===== src/rtl/seq_stage_read_pkg.sv =====
`default_nettype none
// +--------------------------------------------------------------------------+
// | seq_stage_read_pkg: shared sizes and opcode constants for the read stage |
// | Revision: 1.0                                                            |
// +--------------------------------------------------------------------------+
package seq_stage_read_pkg;

    localparam int DEFAULT_REG_ADDR_SIZE = 3;
    localparam int DEFAULT_REG_COUNT     = 1 << DEFAULT_REG_ADDR_SIZE;
    localparam int DEFAULT_DATA_SIZE     = 32;
    localparam int DEFAULT_OPCODE_SIZE   = 7;

    localparam logic [DEFAULT_OPCODE_SIZE-1:0] OP_LOAD    = 7'b0000011;
    localparam logic [DEFAULT_OPCODE_SIZE-1:0] OP_STORE   = 7'b0100011;
    localparam logic [DEFAULT_OPCODE_SIZE-1:0] OP_ALU     = 7'b0110011;
    localparam logic [DEFAULT_OPCODE_SIZE-1:0] OP_ALU_IMM = 7'b0010011;
    localparam logic [DEFAULT_OPCODE_SIZE-1:0] OP_BRANCH  = 7'b1100011;

endpackage
`default_nettype wire


===== src/rtl/seq_register_file.sv =====
`default_nettype none
// +--------------------------------------------------------------------------+
// | seq_register_file: 2^N x DATA_SIZE registers, one write, two bypassed    |
// | combinational reads. Revision: 1.0                                       |
// +--------------------------------------------------------------------------+
module seq_register_file
    import seq_stage_read_pkg::*;
#(
    parameter int DATA_SIZE     = DEFAULT_DATA_SIZE,
    parameter int REG_ADDR_SIZE = DEFAULT_REG_ADDR_SIZE
) (
    input  logic                            clk,
    input  logic                            rst_n,
    input  logic                            write_enable,
    input  logic        [REG_ADDR_SIZE-1:0] write_addr,
    input  logic signed [DATA_SIZE-1:0]     write_data,
    input  logic        [REG_ADDR_SIZE-1:0] read_addr1,
    input  logic        [REG_ADDR_SIZE-1:0] read_addr2,
    output logic signed [DATA_SIZE-1:0]     read_data1,
    output logic signed [DATA_SIZE-1:0]     read_data2
);

    localparam int REG_COUNT = 1 << REG_ADDR_SIZE;

    logic signed [DATA_SIZE-1:0] regs [REG_COUNT];

    always_ff @(posedge clk) begin
        if (!rst_n) begin
            for (int i = 0; i < REG_COUNT; i++) begin
                regs[i] <= '0;
            end
        end else if (write_enable) begin
            regs[write_addr] <= write_data;
        end
    end

    // Bypass makes the value being written visible in the same cycle.
    always_comb begin
        read_data1 = (write_enable && write_addr == read_addr1) ? write_data : regs[read_addr1];
        read_data2 = (write_enable && write_addr == read_addr2) ? write_data : regs[read_addr2];
    end

endmodule
`default_nettype wire


===== src/rtl/seq_stage_read.sv =====
`default_nettype none
// +--------------------------------------------------------------------------+
// | seq_stage_read: operand fetch with load-use scoreboard and READ->EXECUTE |
// | pipeline register. Revision: 1.0                                         |
// +--------------------------------------------------------------------------+
module seq_stage_read
    import seq_stage_read_pkg::*;
#(
    parameter int DATA_SIZE     = DEFAULT_DATA_SIZE,
    parameter int REG_ADDR_SIZE = DEFAULT_REG_ADDR_SIZE,
    parameter int OPCODE_SIZE   = DEFAULT_OPCODE_SIZE
) (
    input  logic                            i_clk,
    input  logic                            i_rst_n,
    input  logic                            i_valid,
    input  logic        [OPCODE_SIZE-1:0]   i_opcode,
    input  logic        [REG_ADDR_SIZE-1:0] i_source1,
    input  logic        [REG_ADDR_SIZE-1:0] i_source2,
    input  logic                            i_use_source1,
    input  logic                            i_use_source2,
    input  logic        [REG_ADDR_SIZE-1:0] i_destination,
    input  logic                            i_data_source,
    input  logic        [REG_ADDR_SIZE-1:0] i_wb_destination,
    input  logic signed [DATA_SIZE-1:0]     i_wb_result,
    input  logic                            i_wb_register_file_write,
    input  logic                            i_stall,
    input  logic                            i_flush,
    output logic                            o_hazard,
    output logic                            o_valid,
    output logic        [OPCODE_SIZE-1:0]   o_opcode,
    output logic        [REG_ADDR_SIZE-1:0] o_destination,
    output logic                            o_data_source,
    output logic signed [DATA_SIZE-1:0]     o_operand1,
    output logic signed [DATA_SIZE-1:0]     o_operand2
);

    localparam int REG_COUNT = 1 << REG_ADDR_SIZE;

    logic signed [DATA_SIZE-1:0] rd1;
    logic signed [DATA_SIZE-1:0] rd2;
    logic [REG_COUNT-1:0]        pending;
    logic [REG_COUNT-1:0]        pending_next;
    logic                        hz1;
    logic                        hz2;
    logic                        capture;
    logic                        accept;

    seq_register_file #(
        .DATA_SIZE     (DATA_SIZE),
        .REG_ADDR_SIZE (REG_ADDR_SIZE)
    ) u_register_file (
        .clk          (i_clk),
        .rst_n        (i_rst_n),
        .write_enable (i_wb_register_file_write),
        .write_addr   (i_wb_destination),
        .write_data   (i_wb_result),
        .read_addr1   (i_source1),
        .read_addr2   (i_source2),
        .read_data1   (rd1),
        .read_data2   (rd2)
    );

    // A pending load whose result is being written this cycle is no longer a hazard.
    always_comb begin
        hz1      = i_use_source1 && pending[i_source1]
                   && !(i_wb_register_file_write && i_wb_destination == i_source1);
        hz2      = i_use_source2 && pending[i_source2]
                   && !(i_wb_register_file_write && i_wb_destination == i_source2);
        o_hazard = i_valid && (hz1 || hz2) && !i_flush;
        capture  = !i_flush && !i_stall;
        accept   = capture && i_valid && !o_hazard;
    end

    // Order matters: clears first so a same-cycle set on the same register wins.
    always_comb begin
        pending_next = pending;
        if (i_wb_register_file_write) begin
            pending_next[i_wb_destination] = 1'b0;
        end
        if (i_flush && o_valid && o_data_source) begin
            pending_next[o_destination] = 1'b0;
        end
        if (accept && i_data_source) begin
            pending_next[i_destination] = 1'b1;
        end
    end

    always_ff @(posedge i_clk) begin
        if (!i_rst_n) begin
            pending <= '0;
        end else begin
            pending <= pending_next;
        end
    end

    always_ff @(posedge i_clk) begin
        if (!i_rst_n) begin
            o_valid       <= 1'b0;
            o_opcode      <= '0;
            o_destination <= '0;
            o_data_source <= 1'b0;
            o_operand1    <= '0;
            o_operand2    <= '0;
        end else if (i_flush) begin
            o_valid <= 1'b0;
        end else if (!i_stall) begin
            o_valid       <= i_valid && !o_hazard;
            o_opcode      <= i_opcode;
            o_destination <= i_destination;
            o_data_source <= i_data_source;
            o_operand1    <= rd1;
            o_operand2    <= rd2;
        end
    end

endmodule
`default_nettype wire


===== config.mk =====
export PLATFORM = sky130hd
export DESIGN_NAME = seq_stage_read
export DESIGN_NICKNAME = d
export VERILOG_FILES = /design/src/rtl/seq_stage_read_pkg.sv /design/src/rtl/seq_register_file.sv /design/src/rtl/seq_stage_read.sv
export SDC_FILE = /design/constraint.sdc
export NUM_CORES = 1
export LEC_CHECK = 0
export BUFFER_PORTS_ARGS = -buffer_cell sky130_fd_sc_hd__buf_2
export CAP_MARGIN = 25
export CORE_MARGIN = 1.5
export CORE_UTILIZATION = 65
export DETAILED_ROUTE_END_ITERATION = 10
export PLACE_DENSITY = 0.91
export SETUP_SLACK_MARGIN = 0.3
export SYNTH_ARGS = -nofsm -noshare
export SYNTH_HDL_FRONTEND = slang
export SYNTH_SLANG_ARGS = --single-unit

===== constraint.sdc =====
create_clock -name i_clk -period 7.6 [get_ports i_clk]
set_input_delay 0 -clock i_clk [delete_from_list [all_inputs] [get_ports i_clk]]
set_output_delay 0 -clock i_clk [all_outputs]
set_load 0.01 [all_outputs]

==> results of run 1 <==
## worst register-to-register path, delay by kind of cell, from the launching register on
family / cells / cell delay, ns
buffers and inverters: 1 / 0.56
AND/OR/NAND/NOR: 1 / 0.13
AO/OA/AOI/OAI: 4 / 1.08
flip-flops: 1 / 0.33
## cell families (layout without fill, tap and decap cells)
kind of cell	Yosys count	in the layout	share of synthesized area, %
simple gates	463	463	15.6
buf+inv	109	275	2.95
flops	340	340	55.0
xor+xnor	6	6	0.309
mux	167	167	19.3
compound gates	197	197	6.81
## registers in the layout, indices dropped and copies added (netlist names)
register / flops
o_operand2: 32
o_opcode: 7
o_valid: 1
u_register_file.regs: 256
o_data_source: 1
pending: 8
o_operand1: 32
o_destination: 3
## routing by layer
| metal | wire length [um] | GRT usage [%] |
|---|---|---|
| met1 | 15200 | 43.2 |
| met5 | 0 | 0 |
| met3 | 6150 | 8.19 |
| met2 | 23300 | 58.8 |
| met4 | 2900 | 22.9 |
## area by class of cell
cell class / instances / area [sq um] / share of cell area (%)
flip-flops and latches: 340 / 9370 / 47.9
multi-input cells: 833 / 7260 / 37.1
repair buffers: 210 / 1380 / 7.04
clock buffers: 44 / 930 / 4.76
well taps: 335 / 419 / 2.14
clock inverters: 18 / 188 / 0.960
inverters: 3 / 11.3 / 0.0576
## per-stage QoR
step / worst slack, ns / util [%] / cell area [sq um] / power, W / hold WS [ns]
finish: 4.91 / 75.4 / 19500 / 0.00443 / 0.0117
global route: 4.75 / 75.4 / 19500 / 0.00454 / 0.0409
CTS: 4.98 / 75.3 / 19500 / 0.00441 / 0.00187
detailed placement: 4.69 / 69.3 / 17900 / 0.00271 / 0.249
global placement: 4.87 / 69.3 / 17900 / 0.00268 / 0.244
floorplan: 4.44 / - / 17000 / 0.00253 / 0.136
## synth_stat cells, drive strengths merged (15+ instances only)
master / n / area share, %
and2: 288 / 11
edfxtp: 256 / 45
o21ai: 138 / 4.1
mux4: 128 / 17
nand2: 94 / 2.1
dfxtp: 84 / 9.9
clkbuf: 72 / 1.6
mux2i: 35 / 2.1
buf: 34 / 1.3
nor2b: 33 / 1.2
a221oi: 32 / 1.6
nor2: 15 / 0.33
## power by group through the flow
stage	registers [W]	clock network, W	logic (W)
5_1_grt	0.00219	0.00178	0.000559
2_1_floorplan	0.00221	0	0.000324
4_1_cts	0.00218	0.00171	0.000519
3_3_place_gp	0.00220	0	0.000478
3_5_place_dp	0.00222	0	0.000494
6_report	0.00219	0.00172	0.000529
## final timing paths
path	slack (ns)	endpoint	startpoint	cells after the start
worst max-delay path	4.91	o_hazard	i_source1[2]	9
worst min-delay path	0.01	o_opcode[6]	i_stall	4
worst max register to register	5.44	o_valid	pending[0]	6
worst min register to register	0.45	o_operand1[15]	o_operand1[15]	2
## what timing repair did
action / CTS / global route
hold buffers: 46 / 0
endpoints found under the setup margin: 0 / 0
hold endpoints to repair: 334 / 0
==> results.sh, run 1 <==
export IMPL_num_fill_cells=1428
export IMPL_coreArea_sq_um=25900
export IMPL_cp_data_arrival_time_ns=2.69
export IMPL_htreeDepth=2
export IMPL_clkPwrFrac_pct=38.7
export IMPL_async_flop_share_pct=0
export IMPL_clock_sinks=340
export IMPL_finalSetupTns_ns=0
export IMPL_post_cts_resized=0
export IMPL_leakage_nw=7.08
export IMPL_vias=12300
export IMPL_vias_per_cell=6.90
export IMPL_crit_type="primary input to output pin"
export IMPL_syn_cell_area_sq_um=17000
export IMPL_power_switching_w=0.00107
export IMPL_port_buffers=136
export IMPL_max_vdd_ir_drop_uv=144
export IMPL_cp_slowest_cell="buf_4"
export IMPL_num_antenna_cells=0
export IMPL_cp_max_fo=69
export IMPL_firstDrtPassIters=7
export IMPL_crit_path_end_kind="output pin"
export IMPL_synth_fp_nets=1342
export IMPL_final_cell_mix="and2_1 (288), edfxtp_1 (256), buf_2 (134)"
export IMPL_min_period_ns=2.69
export IMPL_cts_root_buf="clkbuf_16"
export IMPL_worst_path_dominant_cell_family="buffers and inverters"
export IMPL_area_growth_pct=14.8
export IMPL_p_seq_share_pct=49.3
export IMPL_skew_ns=0.0137
export IMPL_post_drt_wl_per_cell_um=26.7
export IMPL_cts_made_buffers=35
export IMPL_worstPathRequired_ns=7.60
export IMPL_yosys_warnings=0
export IMPL_rows=59
export IMPL_finalHoldViolCount=0
export IMPL_synth_edf_count=256
export IMPL_cap_viol_max_count=0
export IMPL_grt_pass1_vias=12800
export IMPL_clkTransAtPathRegs_ns=0.06
export IMPL_cp_cell_sequence="buf_2 > buf_4 > xnor2_1 > and4_1 > buf_4 > nor4_1 > a41o_1 > and3b_1 > buf_2"
export IMPL_ys_types=45
export IMPL_die_w_um=165
export IMPL_grt_usage_pct=35.9
export IMPL_drv_slew=0
export IMPL_swShare_pct=24.1
export IMPL_grt_pass1_wl_um=71200
export IMPL_worst_slew_pin_slew_ns=1.07
export IMPL_cp_buffers_inverters=4
export IMPL_yosys_most_used_dff="edfxtp_1"
export IMPL_dp_cells=1674
export IMPL_final_cells=1783
export IMPL_yosysSeqAreaShare_pct=55.0
export IMPL_dieHeight_um=165
export IMPL_synth_avg_cell_area_sq_um=13.3
export IMPL_slew_limit_headroom_pct=28.9
export IMPL_start_kind="primary input"
export IMPL_drc=0
export IMPL_grt_overflow=0
export IMPL_hold_class="primary input to flop"
export IMPL_mostFrequentLayoutCell="and2_1"
export IMPL_grt_max_degree=70
export IMPL_power_density_nw_per_um2=227
export IMPL_drt_wl_total_um=47500
export IMPL_ant_nets=0
export IMPL_period_share_pct=35.4
export IMPL_power_frac_comb_pct=11.9
export IMPL_status="finished clean"
export IMPL_layout_drive_gt1_share_pct=25.0
export IMPL_nets=1483
export IMPL_clockBufferDepth=3
export IMPL_synth_cells=1282
export IMPL_gp_congestion=0.797
export IMPL_post_dp_hpwl_um=24700
export IMPL_initial_core_util_pct=65.7
export IMPL_die_area_sq_um=27200
export IMPL_cts_setup_buffers=0
export IMPL_synth_seq_cells=340
export IMPL_io_pins=137
export IMPL_rsz0062_at_grt="no"
export IMPL_max_freq_ghz=0.371
export IMPL_slowest_delay_ns=0.77
export IMPL_cts_tree="done"
export IMPL_power_report_internal_total_w=0.00336
export IMPL_drt_iter0_drc=1913
export IMPL_setup_viol=0
export IMPL_antenna_found_initial=0
export IMPL_insertion_delay_ns=0.53
Power figures use the tool's default switching activity.
==> run 2, diff against run 1 <==
CORE_UTILIZATION = 60   (was 65)
PLACE_DENSITY = 0.85   (was 0.91)
clock period = 2.8 ns   (was 7.6 ns; I/O delays follow)
==> run 2 against run 1 <==
Net effect:
- critical path depth is 1 lower
- total power grew to 2.8 times the previous value
- die area is 8.2% higher
- via count is 1.7% lower
- sequential share of layout area is 0.86 points lower
- non-clock buffer count is 17 higher
- register-to-register slack worse by 4.9 ns
- worst setup slack worse by 4.4 ns
- clock power grew to 2.9 times the previous value
- cell count is 3.4% higher
- largest power group unchanged
==> results.sh, run 2 (synthesis results as in run 1) <==
export IMPL_status="finished clean"
export IMPL_finalSetupTns_ns=0
export IMPL_cp_data_arrival_time_ns=2.25
export IMPL_ant_nets=0
export IMPL_holdBufCountCts=55
export IMPL_dp_cells=1725
export IMPL_worst_slew_pin_slew_ns=1.06
export IMPL_insertion_delay_ns=0.51
export IMPL_layout_drive_gt1_share_pct=26.1
export IMPL_die_area_sq_um=29400
export IMPL_vias_per_cell=6.56
export IMPL_drc=0
export IMPL_dieHeight_um=171
export IMPL_crit_type="primary input to output pin"
export IMPL_cp_cell_sequence="dlygate4sd3_1 > buf_2 > xnor2_1 > and4_1 > nor4_1 > a41o_1 > and3b_1 > buf_2"
export IMPL_clkTransAtPathRegs_ns=0.06
export IMPL_design_area_sq_um=19900
export IMPL_post_drt_wl_per_cell_um=24.9
export IMPL_rsz0062_at_grt="no"
export IMPL_cts_root_buf="clkbuf_16"
export IMPL_io_pins=137
export IMPL_die_w_um=171
export IMPL_clock_sinks=340
export IMPL_clockBufferDepth=3
export IMPL_grt_overflow=0
export IMPL_drt_iter0_drc=1539
export IMPL_grt_max_degree=69
export IMPL_largestRegisters="u_register_file.regs (256), o_operand1 (32), o_operand2 (32)"
export IMPL_final_cells=1843
export IMPL_post_dp_hpwl_um=25200
export IMPL_crit_path_end_kind="output pin"
export IMPL_num_antenna_cells=0
export IMPL_gp_congestion=0.825
export IMPL_hold_class="primary input to flop"
export IMPL_slowest_delay_ns=0.53
export IMPL_place_area_sq_um=18100
export IMPL_htreeDepth=2
export IMPL_r2r_setup_slack_ns=0.58
export IMPL_max_vdd_ir_drop_uv=326
export IMPL_mostFrequentLayoutCell="and2_1"
export IMPL_top_register="u_register_file.regs"
export IMPL_drt_wl_total_um=45900
export IMPL_slew_limit_headroom_pct=29.1
export IMPL_cts_setup_buffers=0
export IMPL_final_setup_worst_slack_ns=0.550
export IMPL_cp_buffers_inverters=3
export IMPL_fin_hold_ws_ns=0.0264
export IMPL_largest_reg_flops=256
export IMPL_leakage_nw=7.20
export IMPL_rows=61
export IMPL_grt_pass1_wl_um=69200
export IMPL_cts_tree="done"
export IMPL_skew_ns=0.00695
export IMPL_coreArea_sq_um=27900
export IMPL_initial_core_util_pct=61.1
export IMPL_start_kind="primary input"
export IMPL_setup_viol=0
export IMPL_area_growth_pct=16.9
export IMPL_period_share_pct=80.4
export IMPL_worst_path_dominant_cell_family="buffers and inverters"
export IMPL_nets=1500
export IMPL_grt_pass1_vias=12400
export IMPL_firstDrtPassIters=6
export IMPL_crit_top_cell="buf_2"
export IMPL_max_freq_ghz=0.444
export IMPL_port_buffers=136
export IMPL_drv_slew=0
export IMPL_post_cts_resized=0
export IMPL_grt_usage_pct=32.0
export IMPL_power_density_nw_per_um2=618
export IMPL_finalHoldViolCount=0
export IMPL_worstPathRequired_ns=2.80
export IMPL_place_ws_ns=0.825
export IMPL_cap_viol_max_count=0
export IMPL_cts_made_buffers=35
export IMPL_final_cell_mix="and2_1 (288), edfxtp_1 (256), buf_2 (134)"
export IMPL_vias=12100
export IMPL_min_period_ns=2.25
export IMPL_cp_slowest_cell="dlygate4sd3_1"
export IMPL_cp_max_fo=10
export IMPL_antenna_found_initial=1
==> run 2: cell count changes in the layout (fill, tap and decap cells not counted) <==
cell and change:
dlygate4sd3_1 +9, nor2_1 -8, nor2_2 +8, buf_12 +4, buf_4 +4, clkinv_1 -4, bufinv_16 +3, clkinv_4 +1
clkinvlp_4 -1, inv_6 +1
==> run 2: power breakdown <==
| group | internal [W] | total (W) | switching [W] |
|---|---|---|---|
| sequential | 0.00575 | 0.00593 | 0.000181 |
| clock | 0.00301 | 0.00493 | 0.00192 |
| combinational | 0.000680 | 0.00144 | 0.000760 |
==> run 2: final cells by class <==
type	instances	area, sq um
multi-input combinational	833	7280
timing repair buffer	227	1580
sequential	340	9370
tap	378	473
fill	1692	7950
inverter	3	11.3
clock inverter	18	273
clock buffer	44	930
==> run 2: worst paths after layout <==
check	start	to	cells past startpoint
max	i_source1[1]	o_hazard	8
min	i_stall	o_destination[1]	4
max reg2reg	pending[0]	o_valid	6
min reg2reg	o_operand1[20]	o_operand1[20]	2
==> run 2: worst register-to-register path, stage by stage (launching register included) <==
cell	delay [ns]
dfxtp_1	0.33
nor2b_1	0.13
a2111oi_0	0.40
a311oi_1	0.10
a41o_1	0.41
o21ai_0	0.22
dlygate4sd3_1	0.57
==> run 2: per-stage QoR <==
stage / utilization, % / power, W
after floorplan: - / 0.00687
after global placement: 65.1 / 0.00730
after detailed placement: 65.1 / 0.00737
after CTS: 71.4 / 0.0123
after global routing: 71.5 / 0.0126
final: 71.5 / 0.0123
==> run 2: metal layers <==
layer	up-vias	track usage [%]	part of all wire (%)
li1	5109	-	-
met1	5926	39.3	35
met2	857	54.8	50
met3	204	4.95	10
met4	0	17.2	5.1
met5	-	0	0
